## config.mk

```make
export PLATFORM = sky130hd
export DESIGN_NAME = fetch_unit
export DESIGN_NICKNAME = d
export VERILOG_FILES = /design/src/rtl/cpu_pkg.sv /design/src/rtl/instr_len_lut.sv /design/src/rtl/fetch_unit.sv
export SDC_FILE = /design/constraint.sdc
export NUM_CORES = 1
export LEC_CHECK = 0
export CAP_MARGIN = 5
export CORE_MARGIN = 2
export CORE_UTILIZATION = 43
export DETAILED_ROUTE_END_ITERATION = 16
export PLACE_DENSITY = 0.7
export SYNTH_ARGS = -nofsm -noshare
export SYNTH_HDL_FRONTEND = slang
export SYNTH_SLANG_ARGS = --single-unit
```

## constraint.sdc

```tcl
create_clock -name clk -period 3 [get_ports clk]
set_input_delay 0.45 -clock clk [delete_from_list [all_inputs] [get_ports clk]]
set_output_delay 0.45 -clock clk [all_outputs]
set_load 0.005 [all_outputs]
```

## src/rtl/cpu_pkg.sv

```systemverilog
// ============================================================================
//  Module      : cpu_pkg
//  Description : Shared fetch FSM states, reset vector and instruction length type.
//  Revision    : 1.0
// ============================================================================
`default_nettype none

package cpu_pkg;

    typedef enum logic [2:0] {
        VEC_LO = 3'd0,
        VEC_HI = 3'd1,
        OP     = 3'd2,
        OPR1   = 3'd3,
        OPR2   = 3'd4,
        ISSUE  = 3'd5,
        DRAIN  = 3'd6
    } fetch_state_e;

    localparam logic [15:0] VEC_RESET = 16'hFFFC;

    typedef logic [1:0] instr_len_t;

    localparam instr_len_t LEN1 = 2'd1;
    localparam instr_len_t LEN2 = 2'd2;
    localparam instr_len_t LEN3 = 2'd3;

endpackage

`default_nettype wire

```

## src/rtl/instr_len_lut.sv

```systemverilog
// ============================================================================
//  Module      : instr_len_lut
//  Description : Combinational opcode -> bundle length (1..3 bytes) table.
//  Revision    : 1.0
// ============================================================================
`default_nettype none

module instr_len_lut
    import cpu_pkg::*;
(
    input  logic [7:0]  op_i,
    output instr_len_t  len_o
);

    always_comb begin
        len_o = LEN2;
        // Low nibble C..F is exactly op_i[3:2] == 2'b11.
        if (op_i == 8'h20 || op_i[4:0] == 5'b11001 || op_i[3:2] == 2'b11) begin
            len_o = LEN3;
        end else if (op_i == 8'h00 || op_i == 8'h40 || op_i == 8'h60 ||
                     op_i[3:0] == 4'h8 || op_i[3:0] == 4'hA) begin
            len_o = LEN1;
        end
    end

endmodule

`default_nettype wire

```

## src/rtl/fetch_unit.sv

```systemverilog
// ============================================================================
//  Module      : fetch_unit
//  Description : Byte-serial instruction fetcher with reset vector, redirect and drain.
//  Revision    : 1.0
// ============================================================================
`default_nettype none

module fetch_unit
    import cpu_pkg::*;
(
    input  logic        clk,
    input  logic        rst_n,
    output logic        mem_req,
    output logic [15:0] mem_addr,
    input  logic        mem_ack,
    input  logic [7:0]  mem_rdata,
    output logic        instr_valid,
    input  logic        instr_ready,
    output logic [7:0]  instr_op,
    output logic [7:0]  instr_lo,
    output logic [7:0]  instr_hi,
    output logic [1:0]  instr_len,
    output logic [15:0] instr_pc,
    input  logic        redir_valid,
    input  logic [15:0] redir_pc
);

    fetch_state_e state_q;
    logic [15:0]  pc_q;
    logic         mem_req_q;
    logic [15:0]  mem_addr_q;
    logic         instr_valid_q;
    logic [7:0]   op_q;
    logic [7:0]   lo_q;
    logic [7:0]   hi_q;
    instr_len_t   len_q;
    logic [15:0]  ipc_q;

    instr_len_t   lut_len;
    logic [15:0]  pc_inc;

    assign pc_inc = pc_q + 16'd1;

    instr_len_lut u_len_lut (
        .op_i  (mem_rdata),
        .len_o (lut_len)
    );

    always_ff @(posedge clk or negedge rst_n) begin
        if (!rst_n) begin
            state_q       <= VEC_LO;
            pc_q          <= VEC_RESET;
            mem_req_q     <= 1'b0;
            mem_addr_q    <= VEC_RESET;
            instr_valid_q <= 1'b0;
            op_q          <= 8'h00;
            lo_q          <= 8'h00;
            hi_q          <= 8'h00;
            len_q         <= 2'd0;
            ipc_q         <= 16'h0000;
        end else begin
            case (state_q)
                VEC_LO: begin
                    if (!mem_req_q) begin
                        mem_req_q  <= 1'b1;
                        mem_addr_q <= VEC_RESET;
                    end else if (mem_ack) begin
                        mem_req_q  <= 1'b0;
                        pc_q[7:0]  <= mem_rdata;
                        state_q    <= VEC_HI;
                    end
                end
                VEC_HI: begin
                    if (!mem_req_q) begin
                        mem_req_q  <= 1'b1;
                        mem_addr_q <= VEC_RESET + 16'd1;
                    end else if (mem_ack) begin
                        mem_req_q  <= 1'b0;
                        pc_q[15:8] <= mem_rdata;
                        state_q    <= OP;
                    end
                end
                OP, OPR1, OPR2: begin
                    if (redir_valid) begin
                        // An outstanding read must still complete; DRAIN swallows it.
                        pc_q <= redir_pc;
                        if (mem_req_q && !mem_ack) begin
                            state_q <= DRAIN;
                        end else begin
                            mem_req_q <= 1'b0;
                            state_q   <= OP;
                        end
                    end else if (!mem_req_q) begin
                        mem_req_q  <= 1'b1;
                        mem_addr_q <= pc_q;
                    end else if (mem_ack) begin
                        mem_req_q <= 1'b0;
                        pc_q      <= pc_inc;
                        if (state_q == OP) begin
                            op_q  <= mem_rdata;
                            lo_q  <= 8'h00;
                            hi_q  <= 8'h00;
                            ipc_q <= pc_q;
                            len_q <= lut_len;
                            if (lut_len == LEN1) begin
                                instr_valid_q <= 1'b1;
                                state_q       <= ISSUE;
                            end else begin
                                state_q <= OPR1;
                            end
                        end else if (state_q == OPR1) begin
                            lo_q <= mem_rdata;
                            if (len_q == LEN3) begin
                                state_q <= OPR2;
                            end else begin
                                instr_valid_q <= 1'b1;
                                state_q       <= ISSUE;
                            end
                        end else begin
                            hi_q          <= mem_rdata;
                            instr_valid_q <= 1'b1;
                            state_q       <= ISSUE;
                        end
                    end
                end
                ISSUE: begin
                    if (redir_valid) begin
                        pc_q          <= redir_pc;
                        instr_valid_q <= 1'b0;
                        state_q       <= OP;
                    end else if (instr_ready) begin
                        instr_valid_q <= 1'b0;
                        state_q       <= OP;
                    end
                end
                DRAIN: begin
                    if (redir_valid) begin
                        pc_q <= redir_pc;
                    end
                    if (mem_ack) begin
                        mem_req_q <= 1'b0;
                        state_q   <= OP;
                    end
                end
                default: begin
                    mem_req_q     <= 1'b0;
                    instr_valid_q <= 1'b0;
                    state_q       <= VEC_LO;
                end
            endcase
        end
    end

    assign mem_req     = mem_req_q;
    assign mem_addr    = mem_addr_q;
    assign instr_valid = instr_valid_q;
    assign instr_op    = op_q;
    assign instr_lo    = lo_q;
    assign instr_hi    = hi_q;
    assign instr_len   = len_q;
    assign instr_pc    = ipc_q;

endmodule

`default_nettype wire

```

* Word-level counts from Yosys, hierarchy flattened
Cells that the tools add are included.
** Word-level totals
- Logic and storage cells :: 126
- Output and inout port bits :: 60
- Register bits :: 79
- Bits of input ports :: 29
** Cells by class
- Bitwise logic cells :: 3
- Reductions and logical operators :: 27
- Muxes and demuxes :: 50
- Equal/unequal tests :: 34
- $add $sub $neg :: 1
** Operators with widths (count)
- 2-to-1 mux 16 bit :: 8
- 2-to-1 mux 8 bit :: 6
- one-hot mux 16 bit (3 select lines) :: 1
- one-hot mux 8 bit (3 select lines) :: 2
- 2-to-1 mux 3 bit :: 13
- inequality test 2 bit (second input constant) :: 12
- AND reduction 5 bit :: 4
- AND reduction 6 bit :: 3
- adder 16 x 1 -> 16 bit (second input constant) :: 1
- == test 8 x 7 -> 1 bit (second input constant) :: 2
- 2-to-1 mux 1 bit :: 15
- inequality test 3 bit (second input constant) :: 5
- one-hot mux 3 bit (5 select lines) :: 1
- == test 3 bit (second input constant) :: 3
- nonzero test 3 bit :: 3
- == test 4 bit (second input constant) :: 2
- == test 8 x 6 -> 1 bit (second input constant) :: 1
- logical NOT 8 bit :: 1
- AND reduction 7 bit :: 1
- == test 3 x 2 -> 1 bit (second input constant) :: 2
- logical OR 1 bit :: 6
- OR reduction 3 bit :: 2
- == test 5 bit (second input constant) :: 1
- == test 2 bit (second input constant) :: 2
- 14 further kinds :: 18

* Depth between registers and ports, before layout
- Depth in word-level cells :: 14
- Gate-level depth with buffers :: 8
- Depth with buffers taken out :: 6

* Cells and area by module
From an unflattened synthesis, not the netlist that was laid out.
** Second synthesis, totals
- Cell total of the unflattened synthesis :: 382
- Area, all modules :: 4001.3 um^2
** Modules (own cells, without submodules)
- fetch_unit :: times used 1, sequential area each 2011.9 um^2, area each 3941.3 um^2, cells an instance 374
- instr_len_lut :: times used 1, sequential area each 0.0 um^2, area each 60.1 um^2, cells an instance 8

* Worst setup path after synthesis
OpenSTA, ideal clock, no wires.
- Path kind :: register to register
- Start point :: register mem_req_q (netlist: mem_req)
- End point :: register ipc_q[10] (netlist: instr_pc[10])
- Clock period less this slack :: 1.818 ns
- Slack :: 1.182 ns
- Stages on the path, launching flop included :: 8
- Data arrival time :: 1.693 ns
- Setup time :: 0.125 ns
- Path buffers :: 3
- Data required time :: 2.875 ns
- Cells stage by stage :: dfrtp_1 -> buf_4 -> and2_1 -> buf_2 -> nand2_1 -> nor2_4 -> buf_2 -> mux2_2
** Between the ends
- Longest elaborated chain between the ends :: 1
** Ends and longest elaborated chain
- start: declaration :: line fetch_unit.sv:30 : logic mem_req_q;
- start signal: assignment :: line fetch_unit.sv:53 : mem_req_q <= 1'b0;
- start signal: assignment :: line fetch_unit.sv:65 : mem_req_q <= 1'b1;
- start signal: assignment :: line fetch_unit.sv:68 : mem_req_q <= 1'b0;
- AND reduction 5 bit (no source line)
- end signal: assignment :: line fetch_unit.sv:103 : ipc_q <= pc_q;
- end: declaration :: line fetch_unit.sv:37 : logic [15:0] ipc_q;
No other way between the ends.
A chain may end at the register's enable or synchronous reset.

* Final worst setup path
- Start point :: register state_q[1]
- End point :: register pc_q[11]
** Between the ends
- Longest elaborated chain between the ends :: 4
- Elaborated cells on any way between the ends :: 16
- Those cells by class :: 11 x eq/ne; 1 x mux; 4 x reduce/logical
** Ends and longest elaborated chain
- start: declaration :: line fetch_unit.sv:28 : fetch_state_e state_q;
- start signal: assignment :: line fetch_unit.sv:51 : state_q <= VEC_LO;
- start signal: assignment :: line fetch_unit.sv:70 : state_q <= VEC_HI;
- start signal: assignment :: line fetch_unit.sv:80 : state_q <= OP;
- == test 3 x 2 -> 1 bit or == test 3 bit (tied branches) :: line fetch_unit.sv:62 : case (state_q)
- OR reduction 3 bit or OR reduction 2 bit (tied branches)
- inequality test 3 bit (no source line) (tied with other cells)
- AND reduction 6 bit (no source line)
- end signal: assignment :: line fetch_unit.sv:79 : pc_q[15:8] <= mem_rdata;
- end signal: assignment :: line fetch_unit.sv:86 : pc_q <= redir_pc;
- end signal: assignment :: line fetch_unit.sv:98 : pc_q <= pc_inc;
- end: declaration :: line fetch_unit.sv:29 : logic [15:0] pc_q;
Several ways; a longest one is shown, not always the timed one.

==> results.md <==
* Status: complete, no violations
* Initial antenna violation count at 0
* Min Tclk post-route at 2.263 ns
* Hold Violations, Final at 0
* DRC viols at 0
* I/O pin count at 89
* R2r worst-path depth at 4
* CP Data Required Time at 3.29 ns
* Syn Inst Count at 396
* CP arrival at 2.55 ns
* Setup CP Type: register to register
* Vias in the first global route at 3303
* Chip width at 99.98 um
* Power per cell area at 1065 mW/mm^2
* Clock Skew at 0.009201 ns
* CTS Buffer Depth at 2
* Global route overflow at 0
* Sequential area share after synthesis at 50.79%
* Adder-Cell Fraction of Synth Area at 0.5685%
* Core Area at 0.009109 sq mm
* Crit Path Max Fanout at 23
* Combinational family with the most area after synthesis: compound AO/OA/AOI/OAI gates
* Post_cts resized at 0
* Die height at 99.98 um
* Setup Buffers After CTS at 0
* Detailed Route Iter0 Violations at 266
* Max Cap Viol at 0
* Startpoint class of the critical path: register
* Gpl congestion at 0.7937
* Final ANT Viol Nets at 0
* CTS H-Tree Depth at 3
* Share of cells above drive strength 1 at 19.55%
* Maximum clock rate at 0.4420 GHz
* Via count at 3421
* RR Startpoint: state_q[1]$_DFFE_PN0P_
* Worst setup EP type: register
* Initial Util at 43.49%
* RSZ-0062 raised after global routing: no
* Post-Synth Simple-Gate Area at 15.07%
* Setup TNS at 0 ns
* #FFs+latches synth at 79
* Drt pass-1 iters at 5
* Max_slew headroom at 34.60%
* Post-DP HPWL at 7156 um
* DR WL/cell at 17.45 um
* Standard-cell rows at 35
* IO buf count at 88
* Synth Area in Compound Gates at 20.69%
* Nets at 511
* CTS Hold Buffers Added at 0
* Max-slew violation count at 0
* Warning count from the yosys run at 0
* Clk Latency, worst-skew pair at 0.36 ns
* Worst Hold Class: input port to asynchronous set/reset pin
* IR drop worst, VDD at 0.3548 mV
* Die ar. at 0.009996 sq mm
* TritonCTS clock tree: yes
* Synthesized area at 0.003961 sq mm
* Area Growth Syn to Fin at 29.50%
* EDFF count, synth at 0
* Final Setup Violations at 0
* Final worst slack at 0.7375 ns
* Final Cycle Share at 75.42%
* Via density at 5.730
* Mux cell area share after synthesis at 7.928%
* Total global-route track usage at 21.51%
* Root Driver: clkbuf_8
* Top FF cell, synth: dfrtp_1
* Most frequent cells in the layout: clkdlybuf4s50_1, dfrtp_1, nand2_1
* Post-synth ARST share at 100.0%
* Slew @ Worst Pin at 0.9810 ns
* Largest net degree at the start of global routing at 80
* Worst-path clk slew at 0.09 ns
* Syn Area/Cell at 10.00 sq um
* R2r endpoint: pc_q[11]$_DFFE_PN1P_
* TritonCTS Buffers at 9
* Total clock sinks at 79
* DP Worst Slack at 0.4397 ns
* Synth Net Count at 426
* Top cell type's share of synthesized area at 32.22%
* Reg2Reg Setup Slack at 0.74 ns
* Ant. Diodes at 0
* Synth area leaders: dfrtp_1, dfstp_2, mux2_2
* WL final at 10420 um
* Leading area contributor after synthesis: dfrtp_1
* Count of cell types in the netlist at 60
* First-pass GRT wire length at 16800 um
* Synthesized-area fraction occupied by xor and xnor cells at 0.6633%
* Leak at 2.096 nW
* Leading cell type in the layout, fill and taps excluded: clkdlybuf4s50_1
* Core Util, Final at 56.32%
cell families after synthesis:
kind of cell / Yosys count
AOI/OAI and AO/OA: 121
xor gates and xnor gates: 3
adders and majority gates: 2
buffers and inverters: 35
DFF: 79
muxes: 27
and+or+nand+nor: 129
through the flow:
step | area, sq um | power, mW | instances | hold slack, ns
floorplan | 3961 | 3.555 | 396 | 0.1544
global placement | 4951 | 4.652 | 581 | 0.4630
detailed placement | 4951 | 4.739 | 581 | 0.4763
CTS | 5130 | 5.495 | 597 | 0.2860
global route | 5130 | 5.893 | 597 | 0.3217
finish | 5130 | 5.464 | 597 | 0.2397
power by group:
part	switching, mW	leakage, nW	internal, mW	total, mW
Combinational	1.15	1.07	1.39	2.54
Sequential	0.499	0.931	1.67	2.17
Clock	0.440	0.0923	0.312	0.752
Total	2.09	2.10	3.37	5.46
state kept, by name, indices dropped and copies added (netlist names):
name         cells
pc_q            16
mem_addr        16
instr_valid      1
instr_lo         8
instr_op         8
instr_pc        16
instr_len        2
instr_hi         8
mem_req          1
state_q          3
cells in the mapped netlist, drive strengths merged (2+ instances only):
cell type	number
buf	19
nor3	5
nand4	3
o21a	2
a21oi	24
a22o	8
a21bo	2
o2bb2ai	4
o41ai	2
inv	7
xor2	2
a21o	2
and3	4
nor3b	3
dfstp	28
a22oi	6
clkbuf	8
mux2	25
nand2	45
a221oi	4
a31oi	2
nand2b	4
nand3	11
o31ai	7
nor2	43
a221o	2
o21ai	41
nor4	2
dfrtp	51
a222oi	6
or3	2
o22ai	2
routing by layer:
layer	global-route usage (%)	share of wire, %	up-vias
met5	0	0	-
li1	-	-	1614
met4	7.376	1.8	0
met3	4.318	7.2	16
met2	32.33	46	150
met1	31.20	45	1641
worst max-delay path, stage by stage, from the launching register on:
cell      delay (ns)
dfrtp_1         0.64
maj3_1          0.50
a221oi_4        0.58
a21bo_2         0.30
a22o_1          0.17
final cells by class:
type                    count  area (sq um)
fillers                   814          3979
flip-flops and latches     79          2012
multi-input cells         282          1782
repair buffers            101         988.4
well taps                 111         138.9
clock buffers               9         123.9
clock inverters             7         55.05
inverters                   8         30.03
worst max path at each step:
stage | start | to
2_1_floorplan | mem_req$_DFFE_PN0P_ | instr_pc[10]$_DFFE_PN0P_
3_3_place_gp | mem_ack | pc_q[11]$_DFFE_PN1P_
3_5_place_dp | mem_ack | pc_q[11]$_DFFE_PN1P_
4_1_cts | state_q[0]$_DFFE_PN0P_ | pc_q[6]$_DFFE_PN1P_
5_1_grt | state_q[0]$_DFFE_PN0P_ | pc_q[6]$_DFFE_PN1P_
6_report | state_q[1]$_DFFE_PN0P_ | pc_q[11]$_DFFE_PN1P_
No activity file was read; power rests on OpenSTA's default activity.
==> patch: new RTL, same flow settings <==
Re-encode `fetch_state_e` (7 states) as one-hot, 7 bits wide.
--- a/src/rtl/cpu_pkg.sv
+++ b/src/rtl/cpu_pkg.sv
@@ -7,14 +7,14 @@
 
 package cpu_pkg;
 
-    typedef enum logic [2:0] {
-        VEC_LO = 3'd0,
-        VEC_HI = 3'd1,
-        OP     = 3'd2,
-        OPR1   = 3'd3,
-        OPR2   = 3'd4,
-        ISSUE  = 3'd5,
-        DRAIN  = 3'd6
+    typedef enum logic [6:0] {
+        VEC_LO = 7'b0000001,
+        VEC_HI = 7'b0000010,
+        OP     = 7'b0000100,
+        OPR1   = 7'b0001000,
+        OPR2   = 7'b0010000,
+        ISSUE  = 7'b0100000,
+        DRAIN  = 7'b1000000
     } fetch_state_e;
 
     localparam logic [15:0] VEC_RESET = 16'hFFFC;
Check against the original RTL: same outputs for any inputs over 4 cycles, from zero or initial values and one cycle with rst_n low; so few cycles prove little.
==> patch against the original RTL <==
- cell count rose by 2.5%
- routed wire length rose by 4.2%
- area after synthesis rose by 6.6%
- sequential share of layout area barely moved
- clock skew fell by 1.8 ps
- sequential cell count rose by 4
- worst setup slack got worse by 180 ps
- total power fell by 25%
- sequential power fell by 16%
- design area rose by 5.0%
- synthesized cell count fell by 1.3%
- largest cell class unchanged
==> patch: results (changes against the original RTL) <==
Status -> complete, no violations
Register area share after synthesis -> 50.0% (-0.75 points)
Dpl ws -> 542 ps (+102 ps)
Largest net degree at the start of global routing -> 84 (+5.0%)
Vias in the first global route -> 3321 (+0.54%)
Clock sinks -> 83 (+5.1%)
Share of cells above drive strength 1 -> 22.3% (+2.8 points)
Crit path to -> pc_q[10]$_DFFE_PN1P_
Tightest Pin Transition -> 1020 ps (+44.0 ps)
Starting DRT DRC Count -> 313 (+18%)
Buffers, non-clock -> 98 (-3.0%)
Final nets -> 504 (-1.4%)
ClkCell Share -> 3.69% (+0.20 points)
Vias -> 3491 (+2.0%)
Met3 usage -> 3.73% (-0.59 points)
Number of fill cells -> 889 (+9.2%)
Post-DP HPWL -> 7620 um (+6.4%)
Total GRT Usage -> 21.4% (-0.11 points)
Critical path startpoint -> state_q[3]$_DFFE_PN0P_
Placed Cells -> 596 (+2.6%)
WL/cell -> 17.7 um (+1.7%)
Non-Clock Buffer Area Fraction -> 17.7% (-1.6 points)
Detail Route met2 WL -> 5050 um (+4.6%)
Clk_skew -> 7.45 ps (-1.75 ps)
Syn_nets -> 421 (-1.2%)
Int Pwr -> 0.00258 W (-24%)
Mux share of post-synthesis cell area -> 10.7% (+2.7 points)
Invs w/o clock -> 5 (-3)
Maximum single-stage delay on the critical path -> 530 ps (-110 ps)
patch: changes by cell type after synthesis, moves of 4 or more:
cell | unedited run | this run
buf_2 | 13 | 8
a31oi_1 | 2 | 7
nor4_1 | 2 | 6
a221oi_1 | 3 | 11
mux2_2 | 25 | 36
xnor2_1 | 1 | 6
a22oi_1 | 6 | 0
and2_1 | 1 | 10
nand2_1 | 45 | 22
o21ai_1 | 3 | 13
a22o_1 | 7 | 3
o21ai_0 | 38 | 16
patch: how the worst min path moves through the flow:
| stage | end | slack [ps] | depth (start not counted) |
|---|---|---|---|
| 3_5_place_dp | instr_pc[8]$_DFFE_PN0P_ | 470 | 2 |
| 4_1_cts | instr_pc[5]$_DFFE_PN0P_ | 290 | 1 |
| 6_report | instr_pc[5]$_DFFE_PN0P_ | 270 | 1 |
| 3_3_place_gp | instr_pc[9]$_DFFE_PN0P_ | 460 | 2 |
| 2_1_floorplan | instr_hi[0]$_DFFE_PN0P_ | 150 | 0 |
| 5_1_grt | instr_pc[3]$_DFFE_PN0P_ | 360 | 1 |
